File: src/rtl/alu_sequencer.sv
// Single-issue command sequencer driving the 3-port register file and ALU.
// ALU ops walk READ -> EXEC -> WRITE; immediate loads go straight to WRITE.
module alu_sequencer #(
  parameter int unsigned WIDTH  = 3,
  parameter int unsigned AWIDTH = 2,
  parameter int unsigned IWIDTH = 4
) (
  input  logic              CLK,
  input  logic              RST,
  input  logic              CMD_VALID,
  output logic              CMD_READY,
  input  logic              CMD_LOAD,
  input  logic [IWIDTH-1:0] CMD_OP,
  input  logic [AWIDTH-1:0] CMD_DST,
  input  logic [AWIDTH-1:0] CMD_SRCA,
  input  logic [AWIDTH-1:0] CMD_SRCB,
  input  logic [WIDTH-1:0]  CMD_IMM,
  input  logic              CMD_USE_FLAG,
  output logic [AWIDTH-1:0] A_ADDR,
  output logic [AWIDTH-1:0] B_ADDR,
  output logic [AWIDTH-1:0] C_ADDR,
  output logic              C_WE,
  output logic              C_SEL,
  output logic [WIDTH-1:0]  C_DIN,
  output logic [IWIDTH-1:0] ALU_INSTR,
  output logic              ALU_CIN,
  output logic              ALU_BIN,
  input  logic              ALU_COUT,
  input  logic              ALU_BOUT,
  output logic              CARRY_FLAG,
  output logic              BORROW_FLAG,
  output logic              BUSY,
  output logic              DONE
);

  typedef enum logic [1:0] {
    IDLE  = 2'd0,
    READ  = 2'd1,
    EXEC  = 2'd2,
    WRITE = 2'd3
  } state_t;

  state_t state_q;
  state_t state_d;
  logic   accept;

  assign CMD_READY = (state_q == IDLE) && !RST;
  assign accept    = CMD_VALID && CMD_READY;

  // State register
  always_ff @(posedge CLK) begin
    if (RST) begin
      state_q <= IDLE;
    end else begin
      state_q <= state_d;
    end
  end

  // Next-state decode
  always_comb begin
    state_d = state_q;
    unique case (state_q)
      IDLE:    if (accept) state_d = CMD_LOAD ? WRITE : READ;
      READ:    state_d = EXEC;
      EXEC:    state_d = WRITE;
      WRITE:   state_d = IDLE;
      default: state_d = IDLE;
    endcase
  end

  // Latched command fields, flags and registered strobes
  always_ff @(posedge CLK) begin
    if (RST) begin
      A_ADDR      <= '0;
      B_ADDR      <= '0;
      C_ADDR      <= '0;
      C_DIN       <= '0;
      ALU_INSTR   <= '0;
      ALU_CIN     <= 1'b0;
      ALU_BIN     <= 1'b0;
      CARRY_FLAG  <= 1'b0;
      BORROW_FLAG <= 1'b0;
      C_WE        <= 1'b0;
      C_SEL       <= 1'b0;
      DONE        <= 1'b0;
      BUSY        <= 1'b0;
    end else begin
      if (accept) begin
        A_ADDR    <= CMD_SRCA;
        B_ADDR    <= CMD_SRCB;
        C_ADDR    <= CMD_DST;
        C_DIN     <= CMD_IMM;
        ALU_INSTR <= CMD_OP;
        // Carry/borrow in use the flags from before this command and stay put through WRITE
        ALU_CIN   <= CMD_USE_FLAG && CARRY_FLAG;
        ALU_BIN   <= CMD_USE_FLAG && BORROW_FLAG;
      end
      if (state_q == EXEC) begin
        CARRY_FLAG  <= ALU_COUT;
        BORROW_FLAG <= ALU_BOUT;
      end
      C_WE  <= (state_d == WRITE);
      DONE  <= (state_d == WRITE);
      // Only an immediate load enters WRITE directly from IDLE
      C_SEL <= (state_q == IDLE) && (state_d == WRITE);
      BUSY  <= (state_d != IDLE);
    end
  end

endmodule

File: config.mk
export PLATFORM = sky130hd
export DESIGN_NAME = alu_sequencer
export DESIGN_NICKNAME = d
export VERILOG_FILES = /design/src/rtl/alu_sequencer.sv
export SDC_FILE = /design/constraint.sdc
export NUM_CORES = 1
export LEC_CHECK = 0
export CAP_MARGIN = 20
export CORE_UTILIZATION = 42
export DETAILED_ROUTE_END_ITERATION = 10
export PLACE_DENSITY = 0.93
export REMOVE_ABC_BUFFERS = 1
export SKIP_LAST_GASP = 1
export SLEW_MARGIN = 0
export SYNTH_ARGS = -nofsm -noshare
export SYNTH_HDL_FRONTEND = slang
export SYNTH_SLANG_ARGS = --single-unit
File: constraint.sdc
create_clock -name CLK -period 4.4 [get_ports CLK]
set_clock_uncertainty 0.05 [all_clocks]
set_input_delay 1.1 -clock CLK [delete_from_list [all_inputs] [get_ports CLK]]
set_output_delay 1.1 -clock CLK [all_outputs]
set_load 0.02 [all_outputs]
After elaboration in Yosys (flattened, before gate mapping) --
Cells that the tools add are included.
Word-level totals: input port bits 20, logic and storage cells 28, register bits 22, output and inout port bits 22
Cells by class: multiplexer cells 3, reduce and logical (&&, ||, !) cells 8, eq/ne operators 4
Operators by type and width (count):
- $pmux W2 S4 | 1
- $eq A2 B2 Y1 const B | 3
- $logic_and A1 B1 Y1 | 5
- $mux W2 | 2
- $eq A2 B1 Y1 const B | 1
- $logic_not A2 Y1 | 1
- $reduce_bool A2 Y1 | 1
- $logic_not A1 Y1 | 1

Depth between registers and ports, before layout --
Gate-level depths: netlist (run 1).
word-level depth 7, mapped depth 8, depth with buffers taken out 5

Least setup slack after synthesis (run 1) --
OpenSTA, ideal clock, no wires.
path kind input to output, start point input port RST, end point output port CMD_READY, required time 3.250 ns, arrival time 1.552 ns, setup slack 1.698 ns, cell stages on the path 2, buffers on the path 1, cells stage by stage buf_2 -> nor2b_1
Between the ends: cells in the longest elaborated chain, start to end 2
RTL lines:
- start: declaration | RTL line 9 | input logic RST,
- $logic_not A1 Y1 | RTL line 47 | assign CMD_READY = (state_q == IDLE) && !RST;
- $logic_and A1 B1 Y1 | RTL line 47
- end: declaration | RTL line 11 | output logic CMD_READY,
Every way passes these cells.

Worst setup path in the final report (run 1) --
Ends and elaborated chain as after synthesis.

==> metrics.csv, run 1 <==
stage,metric,value,unit
drt,first_pass_iters,4,
yosys,muxShareOfSynthArea,0.04533,
global_route,grt_pass1_vias,705,
clock_network,cts.hold.buffers_added,0,
status,status,"complete, no violations",
worst_setup_path,critPathCaptureType,output port,
drt,ant_nets,0,
die,io-pin-count,42,
yosys,synth_compound_area_frac,0.03399,
sta,period_minus_slack,3.580,ns
drt,vias_per_cell,4.865,
die,fp.dieH,47.86,microns
worst_setup_path,cp_cell_sequence,clkdlybuf4s50_1 -> buf_4 -> nor2b_1 -> clkdlybuf4s50_1,
yosys,synth_cells,97,
clock_network,cts_resized,0,
die,core_area,1962,sq um
worst_setup_path,worst_setup_path_start_kind,input port,
drt,drtIter0Drc,14,
clock_network,clk_latency,0.30,ns
die,start_util,0.4503,
worst_setup_path,crit_fanout,23,
worst_setup_path,required,3.25,ns
sta,maxSlewHeadroom,0.6032,
yosys,synth-seq-cells,22,
sta,fin_crit_sh,0.8137,
clock_network,post_cts_buffers,0,
yosys,ys_types,21,
layout,area_growth,50.42,%
clock_network,htree_levels,1,
clock_network,cts_buffers,3,
clock_network,clock_sinks,22,
placed_design,port_buffers,41,
die,dieArea,2291,sq um
sta,holdWs,0.4103,ns
drt,drc_errors,0,
pwr,power_density,519.5,nW/um^2
hold_path,worst_hold_path_type,reg -> reg,
worst_setup_path,crit_arrival,2.43,ns
clock_network,cts_tree,done,
sta,finalSetupViolCount,0,
clock_network,clk_pin_slew,0.12,ns
sta,fmax,0.2793,GHz
yosys,synth.avg_cell_area,9.107,sq um
pwr,power.leakage,0.5523,nW
worst_setup_path,path_delay_family,buffers and inverters,
sta,grt_setup_unrepaired,false,
worst_setup_path,path_class,in -> out,
global_route,grt_pass1_wl,3.022,mm
layout,mostFrequentLayoutCells,"clkdlybuf4s50_1, nand2_1, dfxtp_1",
layout,layout.nets,159,
yosys,syn_area,883.3,sq um
sta,fin_tns_setup,0,ns
yosys,yosys_warnings,0,
global_route,grt_max_degree,24,
yosys,synth_simple_gate_area_frac,0.3329,
layout,final_core_util,0.6773,
yosys,ys_top_cells_by_area,"dfxtp_1, nand2_1, nand3b_1",
placed_design,hpwl,1.495,mm
layout,mostFrequentLayoutCell,clkdlybuf4s50_1,
sta,tightest_slew,0.5934,ns
global_route,grt.total_usage,0.1889,
placed_design,gp_congestion,0.8207,
global_route,grt_overflow,0,
run,drv_cap,0,
drt,wirelength,2.030,mm
worst_setup_path,crit_buf_inv,3,
sta,hold_viol,0,
yosys,synth_adder_area_share,0.02833,
yosys,synth_top_cell_by_area,dfxtp_1,
pwr,irDropWorstVdd,0.0003167,V
clock_network,cts_max_path_buffers,2,
yosys,synth_top_area_share,0.4986,
die,die_w,47.86,microns
yosys,synth_top_family_by_area,simple AND/OR/NAND/NOR gates,
worst_setup_path,slowest_stage,clkdlybuf4s50_1,
die,num_rows,16,
layout,drive_gt1_frac,0.05882,
drt,avgRoutedWirePerCell,12.45,microns
worst_setup_path,cpPeakStageDelay,0.61,ns
global_route,antenna_found_initial,0,
sta,slew_viol_final,0,
layout,antennaDiodeCount,0,
worst_setup_path,path_common_cell,clkdlybuf4s50_1,
clock_network,ctsRootBufferMaster,clkbuf_4,
yosys,synth-xor-area-share,0,
drt,dr_total_vias,793,
yosys,seq_area_frac_synth,0.4986,
cells by family after synthesis:
logic type | Yosys count
AND/OR/NAND/NOR | 55
buffers and inverters | 10
flip-flops | 22
adder cells (fa/ha/maj) | 2
AO/OA/AOI/OAI | 4
multiplexers | 4
through the flow:
stage               area, sq um  total power [mW]  setup WS [ns]  std cells
floorplan                 840.8            0.4416          1.846         90
global placement           1292            0.5703         0.8398        159
detailed placement         1292            0.5848         0.8173        159
CTS                        1329            0.6947         0.8153        163
global route               1329            0.7346         0.7584        163
finish                     1329            0.6903         0.8198        163
worst min-delay path, delay by kind of cell (launching register included):
| kind | cells | cell delay, ns |
|---|---|---|
| AO/OA/AOI/OAI | 1 | 0.05 |
| flip-flops | 1 | 0.33 |
| AND/OR/NAND/NOR | 1 | 0.05 |
registers in the layout, summed over array words and instances (netlist names):
name         count
A_ADDR           2
DONE             1
B_ADDR           2
ALU_CIN          1
ALU_BIN          1
C_DIN            3
BUSY             1
CARRY_FLAG       1
ALU_INSTR        4
C_SEL            1
BORROW_FLAG      1
state_q          2
C_ADDR           2
report_power, final:
part / internal (mW) / switching (mW)
registers: 0.248 / 0.0276
clock network: 0.0505 / 0.0580
logic: 0.147 / 0.160
path summary, 6_finish.rpt:
path / startpoint / to / slack, ns / cells after the start
setup / recovery: RST / CMD_READY / 0.82 / 4
hold / removal: ALU_BIN / ALU_BIN / 0.41 / 2
setup reg to reg: state_q[0] / C_DIN[1] / 2.69 / 5
hold reg to reg: ALU_BIN / ALU_BIN / 0.41 / 2
routing by layer:
metal | GRT usage | share of wire | vias up
met5 | 0 | 0 | -
met1 | 0.2151 | 0.42 | 367
met4 | 0.1056 | 0.0030 | 0
li1 | - | - | 391
met3 | 0.04151 | 0.079 | 2
met2 | 0.3243 | 0.50 | 33
layout make-up:
class / count / area [sq um]
timing repair buffer: 42 / 417.9
inverter: 3 / 11.26
sequential: 22 / 440.4
tap: 27 / 33.78
clock buffer: 4 / 36.28
fill: 163 / 633.1
multi-input combinational: 65 / 389.1
synth_stat cells (all sizes together):
| master | number |
|---|---|
| mux2i | 4 |
| nand2 | 28 |
| nand2b | 1 |
| nor2b | 2 |
| dfxtp | 22 |
| nor2 | 4 |
| inv | 3 |
| nor3b | 2 |
| nand3b | 14 |
| clkbuf | 1 |
| and3b | 1 |
| ha | 2 |
| a211oi | 2 |
| or3 | 1 |
| buf | 6 |
| nand3 | 2 |
| a21oi | 2 |
(Power assumes the default switching activity.)
==> run 2: changes to the inputs <==
--- a/config.mk
+++ b/config.mk
@@ -6,9 +6,9 @@
 export NUM_CORES = 1
 export LEC_CHECK = 0
 export CAP_MARGIN = 20
-export CORE_UTILIZATION = 42
+export CORE_UTILIZATION = 39
 export DETAILED_ROUTE_END_ITERATION = 10
-export PLACE_DENSITY = 0.93
+export PLACE_DENSITY = 0.88
 export REMOVE_ABC_BUFFERS = 1
 export SKIP_LAST_GASP = 1
 export SLEW_MARGIN = 0
==> constraint.sdc (replaced) <==
create_clock -name CLK -period 3.5 [get_ports CLK]
set_clock_uncertainty 0.05 [all_clocks]
set_input_delay 0.875 -clock CLK [delete_from_list [all_inputs] [get_ports CLK]]
set_output_delay 0.875 -clock CLK [all_outputs]
set_load 0.02 [all_outputs]
==> metrics.csv, run 2 (synthesized netlist as in run 1, its figures left out) <==
stage,metric,value,unit,change
status,status,"complete, no violations",,
sta,postLayoutSetupSlackWorst,0.5380,ns,-0.2818 ns
drt,dr_total_vias,781,,-1.5%
drt,drt-met1-wl,822,microns,-3.3%
clock_network,ctsRootBufferMaster,clkbuf_4,,
drt,avgRoutedWirePerCell,12.75,microns,+2.4%
layout,largest_register,ALU_INSTR,,
worst_setup_path,crit_fanout,2,,-91%
sta,hold_viol,0,,unchanged
drt,vias_per_cell,4.791,,-1.5%
layout,area_growth,52.27,%,
drt,route.met2.wl,1.080,mm,+6.7%
placed_design,pre_cts_ws,0.5421,ns,-0.2752 ns
worst_setup_path,critPathCaptureType,output port,,
drt,highest_layer,met4,,
worst_setup_path,required,2.57,ns,-0.68 ns
clock_network,cts.hold.buffers_added,0,,unchanged
sta,fin_tns_setup,0,ns,unchanged
drt,ant_nets,0,,unchanged
pwr,irDropWorstVdd,0.0004656,V,+47%
clock_network,cts_tree,done,,
global_route,antenna_found_initial,0,,unchanged
pwr,power,0.9164,mW,+33%
die,dieArea,2459,sq um,+7.4%
clock_network,htree_levels,1,,unchanged
worst_setup_path,path_common_cell,clkdlybuf4s50_1,,
layout,drive_gt1_frac,0.05882,,unchanged
sta,grt_setup_unrepaired,false,,
die,fp.dieH,49.59,microns,+3.6%
worst_setup_path,worst_setup_path_start_kind,input port,,
sta,tightest_slew,0.5776,ns,-0.01576 ns
drt,first_pass_iters,3,,-1
layout,largest_register_ff_count,4,,unchanged
sta,fin_crit_sh,0.8463,,
die,num_rows,16,,unchanged
drt,drc_errors,0,,unchanged
die,core_area,2042,sq um,+4.1%
drt,wirelength,2.079,mm,+2.4%
placed_design,port_buffers,41,,unchanged
sta,finalSetupViolCount,0,,unchanged
worst_setup_path,crit_arrival,2.04,ns,-0.39 ns
global_route,grt_pass1_vias,745,,+5.7%
worst_setup_path,path_delay_family,buffers and inverters,,
die,start_util,0.4326,,-0.01766
worst_setup_path,slowest_stage,clkdlybuf4s50_1,,
clock_network,clk_pin_slew,0.11,ns,about the same
placed_design,hpwl,1.463,mm,-2.2%
clock_network,clock_sinks,22,,unchanged
clock_network,cts_max_path_buffers,2,,unchanged
clock_network,clk_latency,0.31,ns,about the same
worst_setup_path,cp_cell_sequence,clkdlybuf4s50_1 -> nor2b_1 -> clkdlybuf4s50_1,,
drt,drtIter0Drc,3,,-11
clock_network,cts_buffers,3,,unchanged
layout,mostFrequentLayoutCell,clkdlybuf4s50_1,,
global_route,grt_overflow,0,,unchanged
sta,fmax,0.3376,GHz,
worst_setup_path,cpPeakStageDelay,0.60,ns,about the same
hold_path,worst_hold_path_type,reg -> reg,,
placed_design,gp_congestion,0.6995,,-15%
pwr,power.leakage,0.5592,nW,+1.3%
clock_network,post_cts_buffers,0,,unchanged
global_route,grt_max_degree,23,,-4.2%
drt,wl_met3,109,microns,-32%
global_route,grt_pass1_wl,3.353,mm,+11%
sta,holdWs,0.4152,ns,+0.004851 ns
layout,top_regs,"ALU_INSTR x4, C_DIN x3",,
pwr,power_density,681.3,nW/um^2,+31%
sta,slew_viol_final,0,,unchanged
layout,layout.nets,159,,unchanged
die,io-pin-count,42,,unchanged
sta,maxSlewHeadroom,0.6137,,+0.01054
run,drv_cap,0,,unchanged
worst_setup_path,path_class,in -> out,,
layout,antennaDiodeCount,0,,unchanged
global_route,grt.total_usage,0.1842,,-0.004627
sta,period_minus_slack,2.962,ns,
layout,mostFrequentLayoutCells,"clkdlybuf4s50_1, nand2_1, dfxtp_1",,
die,die_w,49.59,microns,+3.6%
clock_network,cts_resized,0,,unchanged
worst_setup_path,crit_buf_inv,2,,-1
-- run 2: worst register-to-register path, cell delays in order (launching register included) --
cell and delay [ns]:
dfxtp_1 0.34, inv_1 0.08, ha_1 0.32, and3b_1 0.57, nand3_1 0.14, a21oi_1 0.15
-- run 2: cell type report --
cell class	instances	area, sq um
repair buffers	42	417.9
flip-flops and latches	22	440.4
clock buffers	3	22.52
inverters	3	11.26
multi-input cells	65	389.1
fillers	164	696.9
well taps	27	33.78
clock inverters	1	30.03
-- run 2: report_power, final --
group          switching, mW  leakage [nW]  internal, mW
Clock                 0.0755        0.0279         0.116
Sequential            0.0329         0.181         0.311
Combinational          0.197         0.351         0.184
Total                  0.305         0.559         0.611
-- run 2: metal layers --
layer	vias to the layer above	GRT usage
met5	-	0
met4	0	0.1286
met3	6	0.03395
met2	29	0.3266
met1	354	0.1935
li1	392	-
-- run 2: metrics by stage --
stage,util,cells,instance area (sq um)
floorplan,-,90,840.8
global placement,0.6330,159,1292
detailed placement,0.6330,159,1292
CTS,0.6587,163,1345
global route,0.6587,163,1345
finish,0.6587,163,1345
-- run 2: final timing paths --
check                                start        end  slack (ns)  cells past startpoint
worst max-delay path                   RST  CMD_READY        0.54                      3
worst min-delay path               ALU_BIN    ALU_BIN        0.42                      2
worst max register to register  state_q[0]    ALU_BIN        1.78                      5
worst min register to register     ALU_BIN    ALU_BIN        0.42                      2
==> run 3: changes to the inputs <==
==> constraint.sdc (replaced) <==
create_clock -name CLK -period 3.05 [get_ports CLK]
set_clock_uncertainty 0.05 [all_clocks]
set_input_delay 0.7625 -clock CLK [delete_from_list [all_inputs] [get_ports CLK]]
set_output_delay 0.7625 -clock CLK [all_outputs]
set_load 0.02 [all_outputs]
==> metrics.csv, run 3 (synthesized netlist as in run 1, its figures left out) <==
stage,metric,value,unit,change
status,status,"complete, no violations",,
layout,layout.nets,159,,unchanged
layout,top_regs,"ALU_INSTR x4, C_DIN x3",,
pwr,p_sw_frac,0.3507,,+0.01744
clock_network,ctsRootBufferMaster,clkbuf_4,,
layout,antennaDiodeCount,0,,unchanged
worst_setup_path,path_class,in -> out,,
placed_design,dpl_cell_area,1292,sq um,unchanged
clock_network,clk_latency,0.30,ns,about the same
sta,grt_setup_unrepaired,false,,
global_route,grt_overflow,0,,unchanged
clock_network,cts_max_path_buffers,2,,unchanged
clock_network,htree_levels,1,,unchanged
worst_setup_path,worst_setup_path_start_kind,input port,,
placed_design,hpwl,1.476,mm,+0.92%
clock_network,cts_buffers,3,,unchanged
die,fp.dieH,49.59,microns,unchanged
layout,fillCellCount,192,,+17%
die,io-pin-count,42,,unchanged
pwr,power.share.clock,0.159,,-0.050
layout,final_core_util,0.6507,,-0.007966
die,start_util,0.4326,,unchanged
layout,area_growth,50.42,%,
worst_setup_path,crit_fanout,2,,unchanged
clock_network,clock_sinks,22,,unchanged
sta,hold_viol,0,,unchanged
die,die_w,49.59,microns,unchanged
drt,drtIter0Drc,8,,+5
worst_setup_path,cp_cell_sequence,clkdlybuf4s50_1 -> nor2b_1 -> clkdlybuf4s50_1,,
worst_setup_path,required,2.24,ns,-0.33 ns
sta,maxSlewHeadroom,0.5892,,-0.02456
layout,mostFrequentLayoutCells,"clkdlybuf4s50_1, nand2_1, dfxtp_1",,
sta,tightest_slew,0.6144,ns,+0.03673 ns
worst_setup_path,slowest_stage,clkdlybuf4s50_1,,
layout,seq_area,440.4,sq um,unchanged
die,core_area,2042,sq um,unchanged
layout,fin_area,1329,sq um,-1.2%
sta,slew_viol_final,0,,unchanged
drt,vias_per_cell,4.712,,-1.7%
sta,holdWs,0.4078,ns,-0.007384 ns
clock_network,cts_tree,done,,
layout,largest_register_ff_count,4,,unchanged
clock_network,cts.hold.buffers_added,0,,unchanged
placed_design,port_buffers,41,,unchanged
drt,drc_errors,0,,unchanged
drt,first_pass_iters,3,,unchanged
worst_setup_path,path_delay_family,buffers and inverters,,
pwr,seqPwrFrac,0.398,,+0.023
sta,fin_crit_sh,0.8928,,
drt,avgRoutedWirePerCell,12.79,microns,+0.24%
clock_network,post_cts_buffers,0,,unchanged
drt,dr_total_vias,768,,-1.7%
clock_network,clk_pin_slew,0.11,ns,about the same
hold_path,worst_hold_path_type,reg -> reg,,
global_route,grt_max_degree,23,,unchanged
die,num_rows,16,,unchanged
clock_network,cts_resized,0,,unchanged
pwr,power_density,743.1,nW/um^2,+9.1%
pwr,combPwrFrac,0.443,,+0.027
worst_setup_path,crit_buf_inv,2,,unchanged
global_route,antenna_found_initial,0,,unchanged
pwr,power.leakage,0.5523,nW,-1.2%
layout,drive_gt1_frac,0.05882,,unchanged
drt,ant_nets,0,,unchanged
worst_setup_path,crit_arrival,1.91,ns,-0.13 ns
placed_design,gp_congestion,0.7027,,+0.46%
sta,fin_tns_setup,0,ns,unchanged
layout,mostFrequentLayoutCell,clkdlybuf4s50_1,,
run,drv_cap,0,,unchanged
drt,wirelength,2.084,mm,+0.24%
pwr,p_switching,0.3462,mW,+13%
global_route,grt.total_usage,0.1775,,-0.006694
worst_setup_path,critPathCaptureType,output port,,
worst_setup_path,cpPeakStageDelay,0.60,ns,about the same
layout,multi_input_area,389.1,sq um,unchanged
pwr,p_int,0.6411,mW,+4.9%
global_route,grt_pass1_vias,742,,-0.40%
sta,fmax,0.3672,GHz,
die,dieArea,2459,sq um,unchanged
global_route,grt_pass1_wl,3.236,mm,-3.5%
sta,finalSetupViolCount,0,,unchanged
layout,largest_register,ALU_INSTR,,
pwr,irDropWorstVdd,0.0006316,V,+36%
worst_setup_path,path_common_cell,clkdlybuf4s50_1,,
sta,period_minus_slack,2.723,ns,
## run 3: cell count changes in the layout (fill, tap and decap cells not counted)
cell	change
clkbuf_8	+1
bufinv_16	-1
## run 3: worst paths after layout
kind	startpoint	to	slack [ns]	cells past startpoint
setup / recovery	RST	CMD_READY	0.33	3
hold reg to reg	ALU_CIN	ALU_CIN	0.41	2
setup reg to reg	state_q[1]	ALU_INSTR[1]	1.33	5
hold / removal	ALU_CIN	ALU_CIN	0.41	2
## run 3: per-stage QoR
step | total power [mW] | setup slack, ns | instances
CTS | 0.9987 | 0.3188 | 163
global placement | 0.8247 | 0.3480 | 159
global route | 1.042 | 0.2299 | 163
finish | 0.9874 | 0.3269 | 163
detailed placement | 0.8379 | 0.3217 | 159
floorplan | 0.6370 | 1.171 | 90
## run 3: power by group through the flow
stage                     logic (mW)  registers (mW)  clock network, mW
after floorplan                0.161           0.477                  0
after global placement         0.429           0.396                  0
after detailed placement       0.439           0.399                  0
after CTS                      0.443           0.392              0.164
after global routing           0.467           0.400              0.175
final                          0.437           0.393              0.157
## run 3: tightest hold or removal path, cell delays in order (launching register included)
cell and delay (ns):
dfxtp_1 0.33, nand2_1 0.05, a21oi_1 0.05
## run 3: area by class of cell
cell class	instances	share of cell area
Sequential cell	22	0.3315
Clock buffer	4	0.02731
Tap cell	27	0.02542
Inverter	3	0.008475
Multi-Input combinational cell	65	0.2928
Timing Repair Buffer	42	0.3145
## run 3: per-layer routing
layer / vias up / track usage / wire [microns]
met5: - / 0 / 0
met1: 346 / 0.1871 / 832
li1: 391 / - / -
met4: 0 / 0.1000 / 45
met3: 4 / 0.03086 / 108
met2: 27 / 0.3266 / 1098
